$ cat src/rtl/hyper_cord_range_reduce_if.sv
// Handshake bundle for the range-reduction stage: sample in, (q, r, sign) out.
// slave is the stage itself, master is whoever drives samples and drains results.
interface hyper_cord_range_reduce_if #(
    parameter int IDWIDTH     = 8,
    parameter int R_FRA_WIDTH = 14,
    parameter int Q_WIDTH     = 6
);
    logic                   iValid;
    logic                   oInReady;
    logic [IDWIDTH-1:0]     iData;
    logic                   oValid;
    logic                   iOutReady;
    logic [Q_WIDTH-1:0]     oQ;
    logic [R_FRA_WIDTH-1:0] oR;
    logic                   oSign;

    modport slave (
        input  iValid, iData, iOutReady,
        output oInReady, oValid, oQ, oR, oSign
    );

    modport master (
        output iValid, iData, iOutReady,
        input  oInReady, oValid, oQ, oR, oSign
    );
endinterface

$ cat src/rtl/hyper_cord_range_reduce.sv
// Splits |x| = q*ln2 + r by repeated subtraction; result valid q+1 cycles after accept.
// One sample in flight; the result is held in DONE until the consumer takes it.
module hyper_cord_range_reduce #(
    parameter int IDWIDTH     = 8,
    parameter int R_FRA_WIDTH = 14,
    parameter int Q_WIDTH     = 6,
    parameter int LN2_CONST   = 11357
) (
    input  logic                       iClk,
    input  logic                       iRstN,
    hyper_cord_range_reduce_if.slave   bus
);
    // Magnitude keeps IDWIDTH-2 integer bits plus the full residual fraction.
    localparam int MAG_W = (IDWIDTH - 2) + R_FRA_WIDTH;
    localparam int SHIFT = R_FRA_WIDTH - 2;

    localparam logic [MAG_W-1:0]   LN2_M  = MAG_W'(LN2_CONST);
    localparam logic [IDWIDTH-1:0] ONE_ID = IDWIDTH'(1);
    localparam logic [Q_WIDTH-1:0] ONE_Q  = Q_WIDTH'(1);

    typedef enum logic [1:0] {
        S_IDLE   = 2'd0,
        S_REDUCE = 2'd1,
        S_DONE   = 2'd2
    } state_t;

    state_t                 r_state;
    state_t                 w_state_nxt;
    logic [MAG_W-1:0]       r_mag;
    logic [Q_WIDTH-1:0]     r_q;
    logic [Q_WIDTH-1:0]     r_out_q;
    logic [R_FRA_WIDTH-1:0] r_out_r;
    logic                   r_sign;
    logic                   r_valid;

    logic                   w_in_rdy;
    logic                   w_accept;
    logic [IDWIDTH-1:0]     w_abs;
    logic [MAG_W-1:0]       w_mag_load;
    logic                   w_ge;
    logic [MAG_W-1:0]       w_mag_sub;

    assign w_in_rdy = (r_state == S_IDLE);
    assign w_accept = bus.iValid && w_in_rdy;

    // Unsigned negate at full width: 0x80 becomes 128, not 0.
    assign w_abs      = bus.iData[IDWIDTH-1] ? ((~bus.iData) + ONE_ID) : bus.iData;
    assign w_mag_load = {{(MAG_W-IDWIDTH){1'b0}}, w_abs} << SHIFT;
    assign w_ge       = (r_mag >= LN2_M);
    assign w_mag_sub  = r_mag - LN2_M;

    always_ff @(posedge iClk or negedge iRstN) begin
        if (!iRstN) begin
            r_state <= S_IDLE;
        end else begin
            r_state <= w_state_nxt;
        end
    end

    always_comb begin
        w_state_nxt = r_state;
        case (r_state)
            S_IDLE:   if (w_accept)       w_state_nxt = S_REDUCE;
            S_REDUCE: if (!w_ge)          w_state_nxt = S_DONE;
            S_DONE:   if (bus.iOutReady)  w_state_nxt = S_IDLE;
            default:                      w_state_nxt = S_IDLE;
        endcase
    end

    always_ff @(posedge iClk or negedge iRstN) begin
        if (!iRstN) begin
            r_mag   <= '0;
            r_q     <= '0;
            r_out_q <= '0;
            r_out_r <= '0;
            r_sign  <= 1'b0;
            r_valid <= 1'b0;
        end else begin
            case (r_state)
                S_IDLE: begin
                    if (w_accept) begin
                        r_sign <= bus.iData[IDWIDTH-1];
                        r_mag  <= w_mag_load;
                        r_q    <= '0;
                    end
                end
                S_REDUCE: begin
                    if (w_ge) begin
                        r_mag <= w_mag_sub;
                        r_q   <= r_q + ONE_Q;
                    end else begin
                        // Residual is below ln2, so only fraction bits can be set.
                        r_out_r <= r_mag[R_FRA_WIDTH-1:0];
                        r_out_q <= r_q;
                        r_valid <= 1'b1;
                    end
                end
                S_DONE: begin
                    if (bus.iOutReady) begin
                        r_valid <= 1'b0;
                    end
                end
                default: begin
                    r_valid <= 1'b0;
                end
            endcase
        end
    end

    assign bus.oInReady = w_in_rdy;
    assign bus.oValid   = r_valid;
    assign bus.oQ       = r_out_q;
    assign bus.oR       = r_out_r;
    assign bus.oSign    = r_sign;

endmodule

$ cat src/flat_wrapper.sv
// flat-port wrapper written by rule: the top's interface ports become plain ports
module hyper_cord_range_reduce_flat 
#(
    parameter int IDWIDTH     = 8,
    parameter int R_FRA_WIDTH = 14,
    parameter int Q_WIDTH     = 6,
    parameter int LN2_CONST   = 11357
)
  (iClk, iRstN, bus_iValid, bus_iData, bus_iOutReady, bus_oInReady, bus_oValid, bus_oQ, bus_oR, bus_oSign);
  hyper_cord_range_reduce_if #(.IDWIDTH(IDWIDTH), .R_FRA_WIDTH(R_FRA_WIDTH), .Q_WIDTH(Q_WIDTH)) bus_i ();
  input  logic iClk;
  input  logic iRstN;
  input wire logic [$bits(bus_i.iValid)-1:0] bus_iValid;
  input wire logic [$bits(bus_i.iData)-1:0] bus_iData;
  input wire logic [$bits(bus_i.iOutReady)-1:0] bus_iOutReady;
  output wire logic [$bits(bus_i.oInReady)-1:0] bus_oInReady;
  output wire logic [$bits(bus_i.oValid)-1:0] bus_oValid;
  output wire logic [$bits(bus_i.oQ)-1:0] bus_oQ;
  output wire logic [$bits(bus_i.oR)-1:0] bus_oR;
  output wire logic [$bits(bus_i.oSign)-1:0] bus_oSign;
  assign bus_i.iValid = bus_iValid;
  assign bus_i.iData = bus_iData;
  assign bus_i.iOutReady = bus_iOutReady;
  assign bus_oInReady = bus_i.oInReady;
  assign bus_oValid = bus_i.oValid;
  assign bus_oQ = bus_i.oQ;
  assign bus_oR = bus_i.oR;
  assign bus_oSign = bus_i.oSign;
  hyper_cord_range_reduce #(.IDWIDTH(IDWIDTH), .R_FRA_WIDTH(R_FRA_WIDTH), .Q_WIDTH(Q_WIDTH), .LN2_CONST(LN2_CONST)) u_core (.iClk(iClk), .iRstN(iRstN), .bus(bus_i));
endmodule
$ cat config.mk
export PLATFORM = sky130hd
export DESIGN_NAME = hyper_cord_range_reduce_flat
export DESIGN_NICKNAME = d
export VERILOG_FILES = /design/src/rtl/hyper_cord_range_reduce_if.sv /design/src/rtl/hyper_cord_range_reduce.sv /design/src/flat_wrapper.sv
export SDC_FILE = /design/constraint.sdc
export NUM_CORES = 1
export LEC_CHECK = 0
export CORE_AREA = 2 2 82 64
export DETAILED_ROUTE_END_ITERATION = 8
export DIE_AREA = 0 0 84 66
export PLACE_DENSITY = 0.82
export REMOVE_ABC_BUFFERS = 1
export SYNTH_ARGS = -nofsm -noshare
export SYNTH_HDL_FRONTEND = slang
export SYNTH_SLANG_ARGS = --single-unit
$ cat constraint.sdc
create_clock -name iClk -period 7.2 [get_ports iClk]
set_clock_uncertainty 0.15 [all_clocks]
set_input_delay 1.44 -clock iClk [delete_from_list [all_inputs] [get_ports iClk]]
set_output_delay 1.44 -clock iClk [all_outputs]
set_load 0.02 [all_outputs]
==> results of run 1 <==
==> kinds of logic after synthesis <==
group / after synthesis / synth area share (%)
AND/OR/NAND/NOR: 78 / 15.6
AO/OA/AOI/OAI: 60 / 17.5
flip-flops: 50 / 46.1
multiplexers: 33 / 13.1
buffers and inverters: 22 / 4.20
XOR/XNOR: 5 / 1.62
adder cells (fa/ha/maj): 4 / 1.85
==> routing by layer <==
layer  wire length (um)  part of all wire (%)  vias up  global-route usage (%)
li1                   -                     -     1005                       -
met1               2880                    51     1010                    33.6
met2               2500                    44       58                    32.9
met3                235                   4.1        7                    4.00
met4                 69                   1.2        0                    7.66
met5                  0                     0        -                       0
==> sequential cells by signal, summed over array words and instances (netlist names) <==
register / cells
u_core.r_mag: 20
u_core.bus.oQ: 6
u_core.r_q: 6
u_core.bus.oValid: 1
u_core.bus.oR: 14
u_core.r_state: 2
u_core.bus.oSign: 1
==> area by class of cell <==
class	count	area share, %
clock buffers	5	2.17
clock inverters	3	1.42
inverters	8	0.948
multi-input cells	180	42.5
flip-flops and latches	50	39.5
well taps	60	2.37
repair buffers	36	11.1
==> metrics by stage <==
stage,instances,util (%),hold WS [ns],area [sq um]
finish,342,66.5,0.331,3170
CTS,342,66.5,0.335,3170
global route,342,66.5,0.359,3170
floorplan,238,-,0.291,2630
detailed placement,334,64.1,0.322,3050
global placement,334,64.1,0.311,3050
==> path summary, 6_finish.rpt <==
path	startpoint	endpoint	slack [ns]	cells after the start
worst max-delay path	u_core.r_mag[5]$_DFFE_PN0P_	u_core.bus.oR[8]$_DFFE_PN0P_	3.89	5
worst min-delay path	u_core.r_q[5]$_DFFE_PN0P_	u_core.r_q[5]$_DFFE_PN0P_	0.33	1
worst max register to register	u_core.r_mag[5]$_DFFE_PN0P_	u_core.bus.oR[8]$_DFFE_PN0P_	3.89	5
worst min register to register	u_core.r_q[5]$_DFFE_PN0P_	u_core.r_q[5]$_DFFE_PN0P_	0.33	1
max in group asynchronous	iRstN	u_core.r_mag[19]$_DFFE_PN0P_	5.41	2
min in group asynchronous	iRstN	u_core.bus.oR[0]$_DFFE_PN0P_	1.07	2
==> power by group through the flow <==
stage | logic [mW] | registers, mW | clock network, mW
2_1_floorplan | 0.387 | 0.572 | 0
6_report | 0.646 | 0.549 | 0.202
4_1_cts | 0.648 | 0.547 | 0.204
3_5_place_dp | 0.641 | 0.552 | 0
5_1_grt | 0.708 | 0.573 | 0.215
3_3_place_gp | 0.628 | 0.544 | 0
==> synthesized netlist by cell type (2+ instances only) <==
| cell | count | area (sq um) |
|---|---|---|
| nand3_1 | 12 | 60.1 |
| and2_1 | 3 | 18.8 |
| nor3_1 | 2 | 10.0 |
| a211oi_1 | 2 | 15.0 |
| o211ai_1 | 5 | 37.5 |
| nor4_1 | 2 | 12.5 |
| mux2_1 | 19 | 214 |
| o2bb2ai_1 | 2 | 17.5 |
| ha_1 | 4 | 50.1 |
| o211a_1 | 2 | 20.0 |
| a31oi_1 | 4 | 25.0 |
| inv_1 | 7 | 26.3 |
| buf_6 | 4 | 45.0 |
| nand2b_1 | 4 | 25.0 |
| nand4b_1 | 3 | 26.3 |
| a2bb2oi_1 | 3 | 26.3 |
| o311ai_0 | 2 | 17.5 |
| nand4_1 | 4 | 25.0 |
| nand2_1 | 21 | 78.8 |
| dfrtp_1 | 50 | 1250 |
| a21oi_1 | 5 | 25.0 |
| clkbuf_1 | 8 | 30.0 |
| a2111oi_0 | 2 | 17.5 |
| o21ai_0 | 7 | 35.0 |
| a211o_1 | 2 | 17.5 |
| xnor2_1 | 4 | 35.0 |
| or4_4 | 2 | 22.5 |
| a22oi_1 | 3 | 22.5 |
| o22a_1 | 3 | 26.3 |
| o31ai_1 | 3 | 22.5 |
| mux2i_1 | 13 | 130 |
| nor2_1 | 15 | 56.3 |
==> metrics.yaml, run 1 <==
critPathArrivalTime_ns: 3.35
clockBufferDepth: 2
vias: 2080
end_kind: "flip-flop"
ys_types: 62
coreArea_sq_um: 4760
p_int_uw: 816
grt_first_pass_wirelength_um: 9780
p_sw_uw: 581
hold_viol: 0
hpwlAfterDp_um: 3950
vias_per_cell: 6.08
die_h_um: 66
worstMarginPinSlew_ns: 0.838
synth.cell_area_sq_um: 2710
ys_seq_area_share_pct: 46.1
p_comb_share_pct: 46.2
fin_crit_sh_pct: 45.9
wirelength_um: 5690
final.setup.tns_ns: 0
grt_max_degree: 51
relSlewSlack_pct: 43.8
pre_cts_slack_ns: 3.82
power_mw: 1.40
cp_max_fo: 21
max_freq_mhz: 303
numCtsBuffers: 5
htree_levels: 2
final_common_cell: "dfrtp_1"
timing.final.ws_setup_ns: 3.89
cpLargestDelayFamily: "compound AO/OA/AOI/OAI gates"
leakagePower_nw: 1.43
power_frac_seq_pct: 39.3
drc_errors: 0
yosys_most_used_dff: "dfrtp_1"
io_pins: 35
grt_usage_pct: 22.4
finalSetupViolations: 0
worst_setup_path_start_kind: "flip-flop"
cts.sinks: 50
nets: 297
ys_ff_latch: 50
postCtsSetupBuffers: 0
status: "finished, final reports clean"
ir_drop_mv: 0.243
powerDensity_nw_per_um2: 441
multi_input_area_sq_um: 1350
floorplan.initialDensity_pct: 56.9
rows: 22
drt_iter0_markers: 224
overflow: 0
regArea_sq_um: 1250
critPathKind: "flip-flop to flip-flop"
rsz0062_at_grt: "false"
drtAntennaViolNets: 0
synth_cells: 252
swShare_pct: 41.6
routabilityCongestion: 0.894
ctsHoldBuffers: 0
crit_chain: "a2111oi_0 > o41ai_2 > a211o_1 > nor2_4 > mux2_1"
diodes: 0
cap_violations: 0
hold_class: "flip-flop to flip-flop"
grt_pass1_vias: 1987
synth_edf_count: 0
clock_latency_ns: 0.31
worst-path-buf-inv: 0
drtPass1Iterations: 4
syn2layout_area_growth_pct: 16.8
synthArstFlopShare_pct: 100
clkSlewWorstSetupHoldPaths_ns: 0.10
dieWidth_um: 84
pwr-share-clk_pct: 14.4
die_area_sq_um: 5540
tritoncts: "done"
max_stage_delay_ns: 0.68
final_cell_mix: "dfrtp_1 (50), clkdlybuf4s50_1 (33), nand2_1 (21), mux2_1 (19), nor2_1 (15)"
avgSynthCellArea_sq_um: 10.8
worstPathRequired_ns: 7.25
antenna_found_initial: 0
root_buffer: "clkbuf_8"
drive_gt1_share_pct: 8.16
cts_resized: 0
io_buffers: 34
finalMaxSlewViolations: 0
wl_per_cell_um: 16.6
nFillCells: 386
fin_crit_ns: 3.31
yosysWarnings: 0
slowest_stage: "a2111oi_0"
No activity file was read; power rests on OpenSTA's default activity.
==> inputs of run 2 (changes only) <==
CORE_AREA = 2 2 85 66   (was 2 2 82 64)
DIE_AREA = 0 0 87 68   (was 0 0 84 66)
PLACE_DENSITY = 0.78   (was 0.82)
clock period = 3.4 ns   (was 7.2 ns; I/O delays follow)
==> run 2 against run 1 <==
Compared with the run above: worst setup slack worse by 3.5 ns; register-to-register slack worse by 3.5 ns; power is 110% higher; sequential share of layout area is 0.34 points lower; die area is 6.7% higher; design area is 0.87% higher; flip-flop and latch count stayed put; sequential power is 110% higher; critical endpoint is now u_core.bus.oR[10]$_DFFE_PN0P_; largest cell class unchanged.
==> metrics.yaml, run 2 (synthesis results as in run 1) <==
max_stage_delay_ns: 0.70  # +0.02 ns
cts.sinks: 50  # unchanged
worst_setup_path_start_kind: "flip-flop"
fin_crit_sh_pct: 87.9  # +42 points
final_util_pct: 62.0  # -4.5 points
nets: 301  # +1.3%
drt_iter0_markers: 200  # -11%
leakagePower_nw: 1.46  # +1.8%
worstMarginPinSlew_ns: 1.10  # +0.264 ns
crit_chain: "a2111oi_0 > o41ai_2 > a211o_1 > nor2_4 > buf_4 > mux2_2"
routabilityCongestion: 0.854  # -4.5%
largest_reg_flops: 20  # unchanged
cap_violations: 0  # unchanged
rows: 23  # +4.5%
finalMaxSlewViolations: 0  # unchanged
floorplan.initialDensity_pct: 52.6  # -4.3 points
ctsHoldBuffers: 0  # unchanged
htree_levels: 2  # unchanged
critPathKind: "flip-flop to flip-flop"
layout.cells.non_filler: 348  # +1.8%
vias: 2106  # +1.3%
powerDensity_nw_per_um2: 924  # +110%
overflow: 0  # unchanged
wirelength_um: 5700  # +0.18%
vias_per_cell: 6.05  # -0.50%
die_h_um: 68  # +3.0%
numCtsBuffers: 5  # unchanged
root_buffer: "clkbuf_8"
hold-path-cell-count: 1  # unchanged
slowest_stage: "a2111oi_0"
rr_startpoint: "u_core.r_mag[5]$_DFFE_PN0P_"
status: "finished, final reports clean"
finalSetupViolations: 0  # unchanged
tritoncts: "done"
worstPathRequired_ns: 3.45  # -3.80 ns
cp_max_fo: 12  # -43%
final_cell_mix: "dfrtp_1 (50), clkdlybuf4s50_1 (33), nand2_1 (21), mux2_1 (19), nor2_1 (15)"
relSlewSlack_pct: 26.5  # -17 points
top_register: "u_core.r_mag"
dp_cells: 340  # +1.8%
postCtsSetupBuffers: 0  # unchanged
r2r_end: "u_core.bus.oR[10]$_DFFE_PN0P_"
cts_resized: 0  # unchanged
hold_viol: 0  # unchanged
coreArea_sq_um: 5150  # +8.2%
fin_crit_ns: 2.99  # -0.317 ns
io_pins: 35  # unchanged
final.setup.tns_ns: 0  # unchanged
syn2layout_area_growth_pct: 17.8
grt_first_pass_wirelength_um: 9550  # -2.4%
cpLargestDelayFamily: "compound AO/OA/AOI/OAI gates"
end_kind: "flip-flop"
critPathArrivalTime_ns: 3.03  # -0.32 ns
clock_latency_ns: 0.31  # about the same
grt_pass1_vias: 1915  # -3.6%
drive_gt1_share_pct: 9.44  # +1.3 points
drtPass1Iterations: 5  # +1
wl_per_cell_um: 16.4  # -1.6%
min_from: "u_core.r_q[5]$_DFFE_PN0P_"
drtAntennaViolNets: 0  # unchanged
worst-path-buf-inv: 1  # +1
die_area_sq_um: 5920  # +6.7%
hold_ws_ns: 0.333  # +0.00198 ns
final_area_sq_um: 3190  # +0.87%
final_common_cell: "dfrtp_1"
antenna_found_initial: 0  # unchanged
ff2ff_setup_slack_ns: 0.41  # -3.48 ns
hpwlAfterDp_um: 3990  # +0.89%
hold_class: "flip-flop to flip-flop"
clockBufferDepth: 2  # unchanged
grt_max_degree: 51  # unchanged
ir_drop_mv: 0.507  # +110%
dieWidth_um: 87  # +3.6%
grt_usage_pct: 21.1  # -1.3 points
reg2regPathDepth: 6  # +1
diodes: 0  # unchanged
rsz0062_at_grt: "false"
drc_errors: 0  # unchanged
clkSlewWorstSetupHoldPaths_ns: 0.09  # about the same
whs_endpoint: "u_core.r_q[5]$_DFFE_PN0P_"
max_freq_mhz: 335  # +11%
io_buffers: 34  # unchanged
postPlaceCellArea_sq_um: 3090  # +1.1%
run 2: power by group:
group          internal (mW)  total, mW  switching, mW  leakage [nW]
clock network          0.217      0.413          0.196        0.0579
logic                  0.666       1.39          0.720         0.774
registers              0.859       1.15          0.295         0.624
run 2: metrics by stage:
stage               power (mW)  setup WS [ns]
floorplan                 2.03          0.500
global placement          2.51          0.502
detailed placement        2.54          0.426
CTS                       2.97          0.385
global route              3.19          0.230
finish                    2.95          0.412
run 2: per-layer routing:
| layer | GRT usage [%] | up-vias | wire, um |
|---|---|---|---|
| met3 | 5.19 | 8 | 291 |
| met4 | 6.25 | 0 | 71 |
| met1 | 32.0 | 1030 | 2940 |
| met2 | 29.5 | 48 | 2390 |
| li1 | - | 1020 | - |
| met5 | 0 | - | 0 |
run 2: layout make-up:
class | count | area, sq um
clock inverters | 3 | 40.0
inverters | 8 | 30.0
fillers | 430 | 1960
well taps | 62 | 77.6
repair buffers | 40 | 380
clock buffers | 5 | 68.8
flip-flops and latches | 50 | 1250
multi-input cells | 180 | 1350
run 2: how the worst max path moves through the flow:
stage | startpoint | end | slack [ns] | cells after the start
global route | u_core.r_mag[5]$_DFFE_PN0P_ | u_core.bus.oR[10]$_DFFE_PN0P_ | 0.23 | 6
floorplan | u_core.r_mag[15]$_DFFE_PN0P_ | u_core.bus.oR[10]$_DFFE_PN0P_ | 0.50 | 5
CTS | u_core.r_mag[5]$_DFFE_PN0P_ | u_core.bus.oR[10]$_DFFE_PN0P_ | 0.39 | 6
global placement | u_core.r_mag[15]$_DFFE_PN0P_ | u_core.bus.oR[10]$_DFFE_PN0P_ | 0.50 | 6
detailed placement | u_core.r_mag[5]$_DFFE_PN0P_ | u_core.bus.oR[10]$_DFFE_PN0P_ | 0.43 | 6
finish | u_core.r_mag[5]$_DFFE_PN0P_ | u_core.bus.oR[10]$_DFFE_PN0P_ | 0.41 | 6
run 2: worst register-to-register path, delay by kind of cell, from the launching register on:
| kind | cells | cell delay (ns) |
|---|---|---|
| compound gates | 3 | 1.30 |
| buf+inv | 1 | 0.28 |
| simple gates | 1 | 0.32 |
| mux | 1 | 0.35 |
| flops | 1 | 0.47 |
